File: src/rtl/hdmi_video_pkg.sv
// Shared definitions for the 640x480 parallel-video receive path.
// Contents:
//   H_ACTIVE/V_ACTIVE/H_TOTAL/V_TOTAL  nominal 640x480 (800x525 total) timing
//   cap_state_t                        capture FSM states (IDLE/ARMED/CAPTURE)
//   rgb888_to_444()                    keeps the top nibble of each colour channel
package hdmi_video_pkg;

    localparam int H_ACTIVE = 640;
    localparam int V_ACTIVE = 480;
    localparam int H_TOTAL  = 800;
    localparam int V_TOTAL  = 525;

    typedef enum logic [1:0] {
        IDLE    = 2'd0,
        ARMED   = 2'd1,
        CAPTURE = 2'd2
    } cap_state_t;

    // RGB888 {R[23:16],G[15:8],B[7:0]} -> RGB444 {R[23:20],G[15:12],B[7:4]}
    function automatic logic [11:0] rgb888_to_444(input logic [23:0] rgb);
        return {rgb[23:20], rgb[15:12], rgb[7:4]};
    endfunction

endpackage

File: src/rtl/hdmi_sync_edge.sv
// Input register stage and sync/DE edge detector for the capture block.
// Every input is registered once (stage 1); the control bits are registered
// a second time (stage 2) and edges are stage-1 vs stage-2 comparisons.
// Ports:
//   clk, rst          pixel clock, async active-high reset
//   data_in           RGB888 pixel           -> data    (stage 1)
//   vsync_in          active-low VSync       -> vs_fall (frame start)
//   hsync_in          active-low HSync       -> hs_fall
//   de_in             active-video enable    -> de (stage 1), de_fall
module hdmi_sync_edge (
    input  logic        clk,
    input  logic        rst,
    input  logic [23:0] data_in,
    input  logic        vsync_in,
    input  logic        hsync_in,
    input  logic        de_in,
    output logic [23:0] data,
    output logic        de,
    output logic        vs_fall,
    output logic        hs_fall,
    output logic        de_fall
);

    logic vs1, hs1, vs2, hs2, de2;

    always_ff @(posedge clk or posedge rst) begin
        if (rst) begin
            data <= '0;
            de   <= 1'b0;
            vs1  <= 1'b0;
            hs1  <= 1'b0;
            vs2  <= 1'b0;
            hs2  <= 1'b0;
            de2  <= 1'b0;
        end else begin
            data <= data_in;
            de   <= de_in;
            vs1  <= vsync_in;
            hs1  <= hsync_in;
            vs2  <= vs1;
            hs2  <= hs1;
            de2  <= de;
        end
    end

    assign vs_fall = ~vs1 & vs2;
    assign hs_fall = ~hs1 & hs2;
    assign de_fall = ~de  & de2;

endmodule

File: src/rtl/hdmi_frame_capture.sv
// Captures one 640x480 frame at a time from the parallel video interface into
// a linear RGB444 frame memory and checks the incoming geometry.
// Ports:
//   clk, rst                         pixel clock, async active-high reset
//   In_pData/In_pVSync/In_pHSync/In_pVDE  video input (RGB888, active-low syncs)
//   cap_en                           1 = capture continuously, 0 = stop after frame
//   Mem_Write/Mem_Write_Add/Mem_Wdata    frame-memory write port (2 clk latency)
//   frame_done                       pulse one clk after the last write of a frame
//   locked / err                     last frame clean / sticky geometry error
//   Deb_pix_count / Deb_line_count   last line length / last frame line count
// Build option: HDMI_CAP_HALF_RES_EN stores only even pixels of even lines
// (2:1 both axes); geometry checks still use the full active size.
module hdmi_frame_capture #(
    parameter int H_ACTIVE = hdmi_video_pkg::H_ACTIVE,
    parameter int V_ACTIVE = hdmi_video_pkg::V_ACTIVE,
    parameter int ADDR_W   = 19,
    parameter int PIX_W    = 12
) (
    input  logic              clk,
    input  logic              rst,
    input  logic [23:0]       In_pData,
    input  logic              In_pVSync,
    input  logic              In_pHSync,
    input  logic              In_pVDE,
    input  logic              cap_en,
    output logic              Mem_Write,
    output logic [ADDR_W-1:0] Mem_Write_Add,
    output logic [PIX_W-1:0]  Mem_Wdata,
    output logic              frame_done,
    output logic              locked,
    output logic              err,
    output logic [15:0]       Deb_pix_count,
    output logic [15:0]       Deb_line_count
);
    import hdmi_video_pkg::*;

`ifdef HDMI_CAP_HALF_RES_EN
    localparam int PIX_TOTAL = (H_ACTIVE / 2) * (V_ACTIVE / 2);
`else
    localparam int PIX_TOTAL = H_ACTIVE * V_ACTIVE;
`endif
    localparam logic [ADDR_W-1:0] LAST_ADDR = ADDR_W'(PIX_TOTAL - 1);

    function automatic logic [15:0] sat_inc(input logic [15:0] v);
        return (v == 16'hFFFF) ? v : v + 16'd1;
    endfunction

    logic [23:0] pdata;
    logic        de, vs_fall, hs_fall, de_fall;

    hdmi_sync_edge u_sync (
        .clk      (clk),
        .rst      (rst),
        .data_in  (In_pData),
        .vsync_in (In_pVSync),
        .hsync_in (In_pHSync),
        .de_in    (In_pVDE),
        .data     (pdata),
        .de       (de),
        .vs_fall  (vs_fall),
        .hs_fall  (hs_fall),
        .de_fall  (de_fall)
    );

    cap_state_t        state;
    logic [ADDR_W-1:0] addr;
    logic [15:0]       pix_cnt, line_cnt;
    logic              frame_bad;     // a line/overflow error happened this frame
    logic              keep, line_bad, frame_complete, want_wr;

`ifdef HDMI_CAP_HALF_RES_EN
    assign keep = ~pix_cnt[0] & ~line_cnt[0];
`else
    assign keep = 1'b1;
`endif

    assign line_bad       = (pix_cnt != 16'(H_ACTIVE));
    // line_cnt stays at V_ACTIVE between frame end and the next frame start
    assign frame_complete = (line_cnt >= 16'(V_ACTIVE));
    assign want_wr        = (state == CAPTURE) && !frame_complete && de && keep;

    always_ff @(posedge clk or posedge rst) begin
        if (rst) begin
            state          <= IDLE;
            addr           <= '0;
            pix_cnt        <= '0;
            line_cnt       <= '0;
            frame_bad      <= 1'b0;
            Mem_Write      <= 1'b0;
            Mem_Write_Add  <= '0;
            Mem_Wdata      <= '0;
            frame_done     <= 1'b0;
            locked         <= 1'b0;
            err            <= 1'b0;
            Deb_pix_count  <= '0;
            Deb_line_count <= '0;
        end else begin
            Mem_Write  <= 1'b0;
            frame_done <= 1'b0;

            // HSync also restarts the count so a line without DE starts clean
            if (de_fall || hs_fall) pix_cnt <= '0;
            else if (de)            pix_cnt <= sat_inc(pix_cnt);
            if (de_fall) Deb_pix_count <= pix_cnt;

            if (want_wr) begin
                if (addr <= LAST_ADDR) begin
                    Mem_Write     <= 1'b1;
                    Mem_Write_Add <= addr;
                    Mem_Wdata     <= PIX_W'(rgb888_to_444(pdata));
                    addr          <= addr + 1'b1;
                end else begin
                    // address holds; the pixel is dropped
                    err       <= 1'b1;
                    locked    <= 1'b0;
                    frame_bad <= 1'b1;
                end
            end

            // Frame-start clears below come after the write so a write in the
            // FS cycle still completes and the address restarts next cycle.
            case (state)
                IDLE: if (cap_en) state <= ARMED;
                ARMED: begin
                    if (!cap_en) state <= IDLE;
                    else if (vs_fall) begin
                        state     <= CAPTURE;
                        addr      <= '0;
                        pix_cnt   <= '0;
                        line_cnt  <= '0;
                        frame_bad <= 1'b0;
                    end
                end
                CAPTURE: begin
                    if (vs_fall) begin
                        if (!frame_complete) begin
                            Deb_line_count <= line_cnt;
                            err            <= 1'b1;
                            locked         <= 1'b0;
                        end
                        addr      <= '0;
                        pix_cnt   <= '0;
                        line_cnt  <= '0;
                        frame_bad <= 1'b0;
                    end else if (de_fall) begin
                        if (frame_complete) begin
                            // active line after the frame already ended
                            err    <= 1'b1;
                            locked <= 1'b0;
                        end else begin
                            line_cnt <= sat_inc(line_cnt);
                            if (line_bad) begin
                                err       <= 1'b1;
                                locked    <= 1'b0;
                                frame_bad <= 1'b1;
                            end
                            if (sat_inc(line_cnt) == 16'(V_ACTIVE)) begin
                                Deb_line_count <= 16'(V_ACTIVE);
                                frame_done     <= 1'b1;
                                if (!frame_bad && !line_bad) locked <= 1'b1;
                                if (!cap_en) state <= IDLE;
                            end
                        end
                    end
                end
                default: state <= IDLE;
            endcase

            if (!cap_en) err <= 1'b0;
        end
    end

endmodule
File: config.mk
export PLATFORM = sky130hd
export DESIGN_NAME = hdmi_frame_capture
export DESIGN_NICKNAME = d
export VERILOG_FILES = /design/src/rtl/hdmi_video_pkg.sv /design/src/rtl/hdmi_sync_edge.sv /design/src/rtl/hdmi_frame_capture.sv
export SDC_FILE = /design/constraint.sdc
export NUM_CORES = 1
export LEC_CHECK = 0
export ABC_AREA = 1
export CAP_MARGIN = 20
export CORE_ASPECT_RATIO = 0.7
export CORE_MARGIN = 1.5
export CORE_UTILIZATION = 30
export DETAILED_ROUTE_END_ITERATION = 12
export PLACE_DENSITY = 0.62
export SYNTH_ARGS = -nofsm -noshare
export SYNTH_HDL_FRONTEND = slang
export SYNTH_SLANG_ARGS = --single-unit
File: constraint.sdc
create_clock -name clk -period 4.8 [get_ports clk]
set_input_delay 1.2 -clock clk [delete_from_list [all_inputs] [get_ports clk]]
set_output_delay 1.2 -clock clk [all_outputs]
set_load 0.05 [all_outputs]
==> out/metrics.yaml, run 1 <==
cells_and_area:
  nFillCells: 2217
  utilization_pct: 38.60
  final_cells: 1208
  antenna_cells: 0
  syn_to_final_growth_pct: 26.11
  fin_area_mm2: 0.008388
  nets: 951
  drive_gt1_share_pct: 6.695
grt:
  overflow: 0
  antenna_found_initial: 0
  grt_pass1_wl_um: 26670
  gr-usage-met2_pct: 19.33
  met1_usage_pct: 22.55
  grt_pass1_vias: 5215
  grt_max_degree: 54
  met3_usage_pct: 3.848
  grtUsageTotal_pct: 14.47
  busiest_layer: "met1"
power_and_ir_drop:
  p_total_mw: 3.831
  powerDensity_mw_per_mm2: 456.7
  p_leak_nw: 3.913
  ir_worst_vdd_mv: 0.2434
floorplan:
  boundaryPins: 97
  die_h_um: 127.6
  start_util_pct: 30.60
  die_w_um: 181.0
  num_rows: 45
  fp.dieArea_mm2: 0.02309
  core_area_mm2: 0.02173
routing:
  wl_um: 15950
  first_pass_iters: 5
  ant_nets: 0
  avgRoutedWirePerCell_um: 13.20
  drtIter0Drc: 410
  vias: 5568
  drc_errors: 0
  viasPerCell: 4.609
yosys:
  synth_common_cells: "214 x nand2_1, 139 x dfrtp_1, 121 x inv_1"
  synth_largest_area_cell: "dfrtp_1"
  synth_edf_count: 0
  synth_compound_area_share_pct: 8.879
  syn_nets: 861
  syn_area_mm2: 0.006651
  synth-simple-area-share_pct: 28.33
  synth.area.top_cells: "dfrtp_1 52%, nand2_1 12%, inv_1 6.8%, o21ai_0 5.0%, nor2_1 4.5%"
  synth_top_area_share_pct: 52.29
  synth-seq-cells: 139
  synthXorXnorAreaFrac_pct: 0.3950
  synth_warnings: 0
  synthAdderAreaFrac_pct: 1.505
  synth_top_family_by_area: "simple AND/OR/NAND/NOR gates"
  synth_most_common_cell: "nand2_1"
  synth_flop_cell: "dfrtp_1"
  avgSynthCellArea_um2: 8.082
  ys_types: 39
  syn_inst: 823
  async_flop_share_pct: 100.0
  muxShareOfSynthArea_pct: 0.1693
  ys_seq_area_share_pct: 52.29
sta:
  setup_viol: 0
  post-route-period-util_pct: 61.15
  setup_tns_ns: 0
  hold_viol_final: 0
  rsz0062_at_grt: "no"
  max_clock_freq_mhz: 340.7
  tightest_slew_ns: 0.9255
  period_needed_ns: 2.935
  slew_headroom_pct: 38.15
  fin_ws_ns: 1.865
  skew_ns: 0.01024
  slew_violations: 0
  whs_ns: 0.3775
placement:
  port_buffers: 84
  place_congestion: 0.9211
  pre_cts_slack_ns: 1.502
  dpl.hpwl_um: 11430
  place_area_mm2: 0.007804
  dp.cells: 1176
clock_network:
  hold_buffers: 0
  clockRootBuffer: "clkbuf_16"
  path_clk_slew_ns: 0.06
  clock_sinks: 139
  clockBufferDepth: 2
  cts_resized: 0
  cts_made_buffers: 17
  htree_levels: 4
  clk_latency_ns: 0.42
  post_cts_buffers: 0
  cts_tree: "done"
critical_path:
  reg2reg_depth: 11
  worst-endpoint-required_ns: 5.14
  end_kind: "flip-flop"
  r2r_setup_slack_ns: 1.86
  crit_arrival_ns: 3.27
  worstSetupPathType: "flip-flop to flip-flop"
  critPathLaunchType: "flip-flop"
  reg2reg_to: "addr[3]$_DFF_PP0_"
  critPathLaunch: "addr[0]$_DFF_PP0_"
  r2r_start: "addr[0]$_DFF_PP0_"
  path_max_fanout: 53
job:
  maxCapViolations: 0
worst_hold_path:
  hold_class: "flip-flop to flip-flop"
  holdPathStages: 0
  hold_start: "u_sync.hs1$_DFF_PP0_"
  hold_end: "u_sync.hs2$_DFF_PP0_"
status:
  outcome: "finished, final reports clean"
## worst max-delay path, cell delays in order (launching register included)
cell and delay [ns]:
dfrtp_1 0.42, ha_1 0.25, inv_1 0.09, nor2_1 0.15, nand2_1 0.12, nor2_1 0.18
nand3_1 0.08, nand2_1 0.36, nand2_4 0.41, inv_2 0.44, nand4_1 0.15, a21oi_1 0.17
## layout by cell type, fill, tap and decap left out, types with 3 or more instances in the layout
cell and instances:
ha_1 8, o22ai_1 9, nand2_4 5, dfrtp_1 139
nor4_1 3, xor2_1 3, o21ai_0 66, inv_1 120
nor3_1 19, nand3_1 57, a21oi_1 21, nand4_1 25
inv_2 3, inv_6 5, clkbuf_16 17, clkinv_4 4
nor2_1 79, nor2_4 4, o21ai_1 4, nor2_2 5
buf_4 4, a211oi_1 3, clkdlybuf4s50_1 84, nand2_1 214
## registers in the layout, indices dropped and copies added, names as in the netlist, 2 cells and up
name and flops:
pix_cnt 16, Mem_Wdata 12, u_sync.data 12, state 2
addr 19, Deb_line_count 16, Mem_Write_Add 19, Deb_pix_count 16
line_cnt 16
## cell type report
class                           instances  area [um2]  share of cell area (%)
Sequential cell                       139        3478                   41.47
Clock inverter                         12       127.6                   1.521
Clock buffer                           20       456.7                   5.445
Tap cell                              282       352.8                   4.206
Inverter                              124       469.2                   5.594
Multi-Input combinational cell        542        2613                   31.15
Timing Repair Buffer                   89       890.9                   10.62
## power by group
group	switching [mW]	internal [mW]	total, mW	leakage, nW
Clock	0.538	0.756	1.29	0.285
Combinational	0.788	0.345	1.13	1.76
Sequential	0.0936	1.31	1.40	1.87
Total	1.42	2.41	3.83	3.91
## logic make-up after synthesis
kind of cell    Yosys count
compound gates          110
xor+xnor                  3
fa+ha+maj                 8
buf+inv                 142
flops                   139
mux                       1
simple gates            420
## per-layer routing
| metal | vias up | routed length [um] | part of all wire, % |
|---|---|---|---|
| met5 | - | 0 | 0 |
| met1 | 2578 | 8725 | 55 |
| met4 | 0 | 128 | 0.80 |
| met2 | 150 | 6158 | 39 |
| met3 | 13 | 933 | 5.9 |
| li1 | 2827 | - | - |
## worst max-delay path by stage
| stage | endpoint |
|---|---|
| 2_1_floorplan | Deb_line_count[0]$_DFFE_PP0P_ |
| 3_3_place_gp | pix_cnt[5]$_DFF_PP0_ |
| 3_5_place_dp | pix_cnt[5]$_DFF_PP0_ |
| 4_1_cts | addr[3]$_DFF_PP0_ |
| 5_1_grt | addr[3]$_DFF_PP0_ |
| 6_report | addr[3]$_DFF_PP0_ |
(Power assumes the default switching activity.)
==> run 2, diff against run 1 <==
clock period = 2.65 ns   (was 4.8 ns; I/O delays follow)
==> run 2 against run 1 <==
Compared with the run above:
- routed wire length rose by 0.92%
- global-route usage up 0.30 points
- non-clock buffer count grew 8
- largest cell class unchanged
- cell area increased by 1.1%
- core utilization increased by 0.43 points
- die area unchanged
- first-iteration DRC count is 16% higher
- critical endpoint is now state[1]$_DFFE_PP0P_
==> out/metrics.yaml, run 2 (synthesis results as in run 1) <==
cells_and_area:
  syn_to_final_growth_pct: 27.52
  nets: 959
  final_common_cell: "nand2_1"
  top_regs: "Mem_Write_Add x19, addr x19"
  antenna_cells: 0
  drive_gt1_share_pct: 7.923
  final_cell_mix: "214 x nand2_1, 138 x dfrtp_1, 120 x inv_1"
sta:
  fin_ws_ns: 0.3206
  max_clock_freq_mhz: 429.3
  slew_violations: 0
  period_needed_ns: 2.329
  post-route-period-util_pct: 87.90
  skew_ns: 0.01159
  setup_tns_ns: 0
  rsz0062_at_grt: "no"
  setup_viol: 0
  whs_ns: 0.3759
  hold_viol_final: 0
  tightest_slew_ns: 0.6237
  slew_headroom_pct: 58.33
clock_network:
  cts_tree: "done"
  path_clk_slew_ns: 0.07
  clk_latency_ns: 0.42
  htree_levels: 4
  clockRootBuffer: "clkbuf_16"
  clockBufferDepth: 2
  cts_made_buffers: 17
  clock_sinks: 139
floorplan:
  die_w_um: 181.0
  start_util_pct: 30.60
  boundaryPins: 97
  fp.dieArea_mm2: 0.02309
  core_area_mm2: 0.02173
  die_h_um: 127.6
  num_rows: 45
power_and_ir_drop:
  ir_worst_vdd_mv: 0.5616
  p_leak_nw: 3.957
  powerDensity_mw_per_mm2: 826.8
grt:
  antenna_found_initial: 0
  overflow: 0
  grt_max_degree: 43
  grt_pass1_vias: 5241
  grt_pass1_wl_um: 27060
  grtUsageTotal_pct: 14.77
critical_path:
  slowest_delay_ns: 0.44
  path_max_fanout: 7
  end_kind: "flip-flop"
  worst-endpoint-required_ns: 2.95
  worstSetupPathType: "flip-flop to flip-flop"
  path_cells: "ha_2 > nand3_2 > inv_2 > nand2_4 > nor2_1 > nand3_1 > nand2_1 > nand3_1 > nor2_1 > nand3_1 > nand2_1 > nand3_1 > nand2_1 > nand2_1"
  cp_slowest_cell: "dfrtp_2"
  crit_arrival_ns: 2.63
  critPathLaunchType: "flip-flop"
placement:
  pre_cts_slack_ns: -0.02545
  port_buffers: 84
  dpl.hpwl_um: 11700
  place_congestion: 0.9271
routing:
  ant_nets: 0
  avgRoutedWirePerCell_um: 13.23
  vias: 5552
  drc_errors: 0
  viasPerCell: 4.566
  drtIter0Drc: 475
  first_pass_iters: 4
  wl_um: 16090
worst_hold_path:
  hold_class: "flip-flop to flip-flop"
job:
  maxCapViolations: 0
status:
  outcome: "finished, final reports clean"
## run 2: area by class of cell
| cell class | instances | area (um2) |
|---|---|---|
| inverter | 124 | 469.2 |
| timing repair buffer | 97 | 975.9 |
| clock buffer | 18 | 439.2 |
| tap | 282 | 352.8 |
| sequential | 139 | 3480 |
| clock inverter | 14 | 147.6 |
| fill | 2245 | 13250 |
| multi-input combinational | 542 | 2618 |
## run 2: timing repair
action                                  4_1_cts  5_1_grt
buffers inserted                              0        0
hold buffers                                  0        0
endpoints found under the setup margin        0        8
resized for setup                             0        3
## run 2: critical path, delay by kind of cell, from the launching register on
kind | cells | cell delay, ns
adder cells (fa/ha/maj) | 1 | 0.27
buffers and inverters | 1 | 0.13
flip-flops | 1 | 0.44
AND/OR/NAND/NOR | 12 | 1.36
## run 2: stage by stage
stage	power, mW	utilization, %	area [um2]	cells
finish	7.013	39.03	8482	1216
global route	7.404	39.03	8482	1216
CTS	7.097	39.00	8476	1216
detailed placement	4.672	36.30	7889	1184
global placement	4.657	36.30	7889	1184
floorplan	3.995	-	6655	823
## run 2: worst paths after layout
check	startpoint	end	slack, ns	cells past startpoint
setup / recovery	line_cnt[0]$_DFFE_PP0P_	state[1]$_DFFE_PP0P_	0.32	14
hold / removal	u_sync.hs1$_DFF_PP0_	u_sync.hs2$_DFF_PP0_	0.38	0
setup reg to reg	line_cnt[0]$_DFFE_PP0P_	state[1]$_DFFE_PP0P_	0.32	14
hold reg to reg	u_sync.hs1$_DFF_PP0_	u_sync.hs2$_DFF_PP0_	0.38	0
max in group asynchronous	rst	Deb_pix_count[3]$_DFFE_PP0P_	1.36	3
min in group asynchronous	rst	Deb_line_count[10]$_DFFE_PP0P_	0.67	2
## run 2: routing by layer
| layer | track usage (%) | vias to the layer above | wire length [um] |
|---|---|---|---|
| met1 | 22.62 | 2529 | 8708 |
| met2 | 19.78 | 171 | 6293 |
| li1 | - | 2842 | - |
| met3 | 4.076 | 10 | 1030 |
| met5 | 0 | - | 0 |
| met4 | 4.559 | 0 | 57 |
## run 2: power by group
group	internal [mW]	leakage, nW	switching (mW)
Combinational	0.658	1.81	1.43
Clock	1.36	0.286	1.03
Sequential	2.37	1.87	0.165
Total	4.39	3.96	2.62
==> run 3, diff against run 2 <==
HOLD_SLACK_MARGIN = 0.15   (was default)
==> results of run 3 <==
No change in the layout: final DEF, timing and power equal those of run 2.
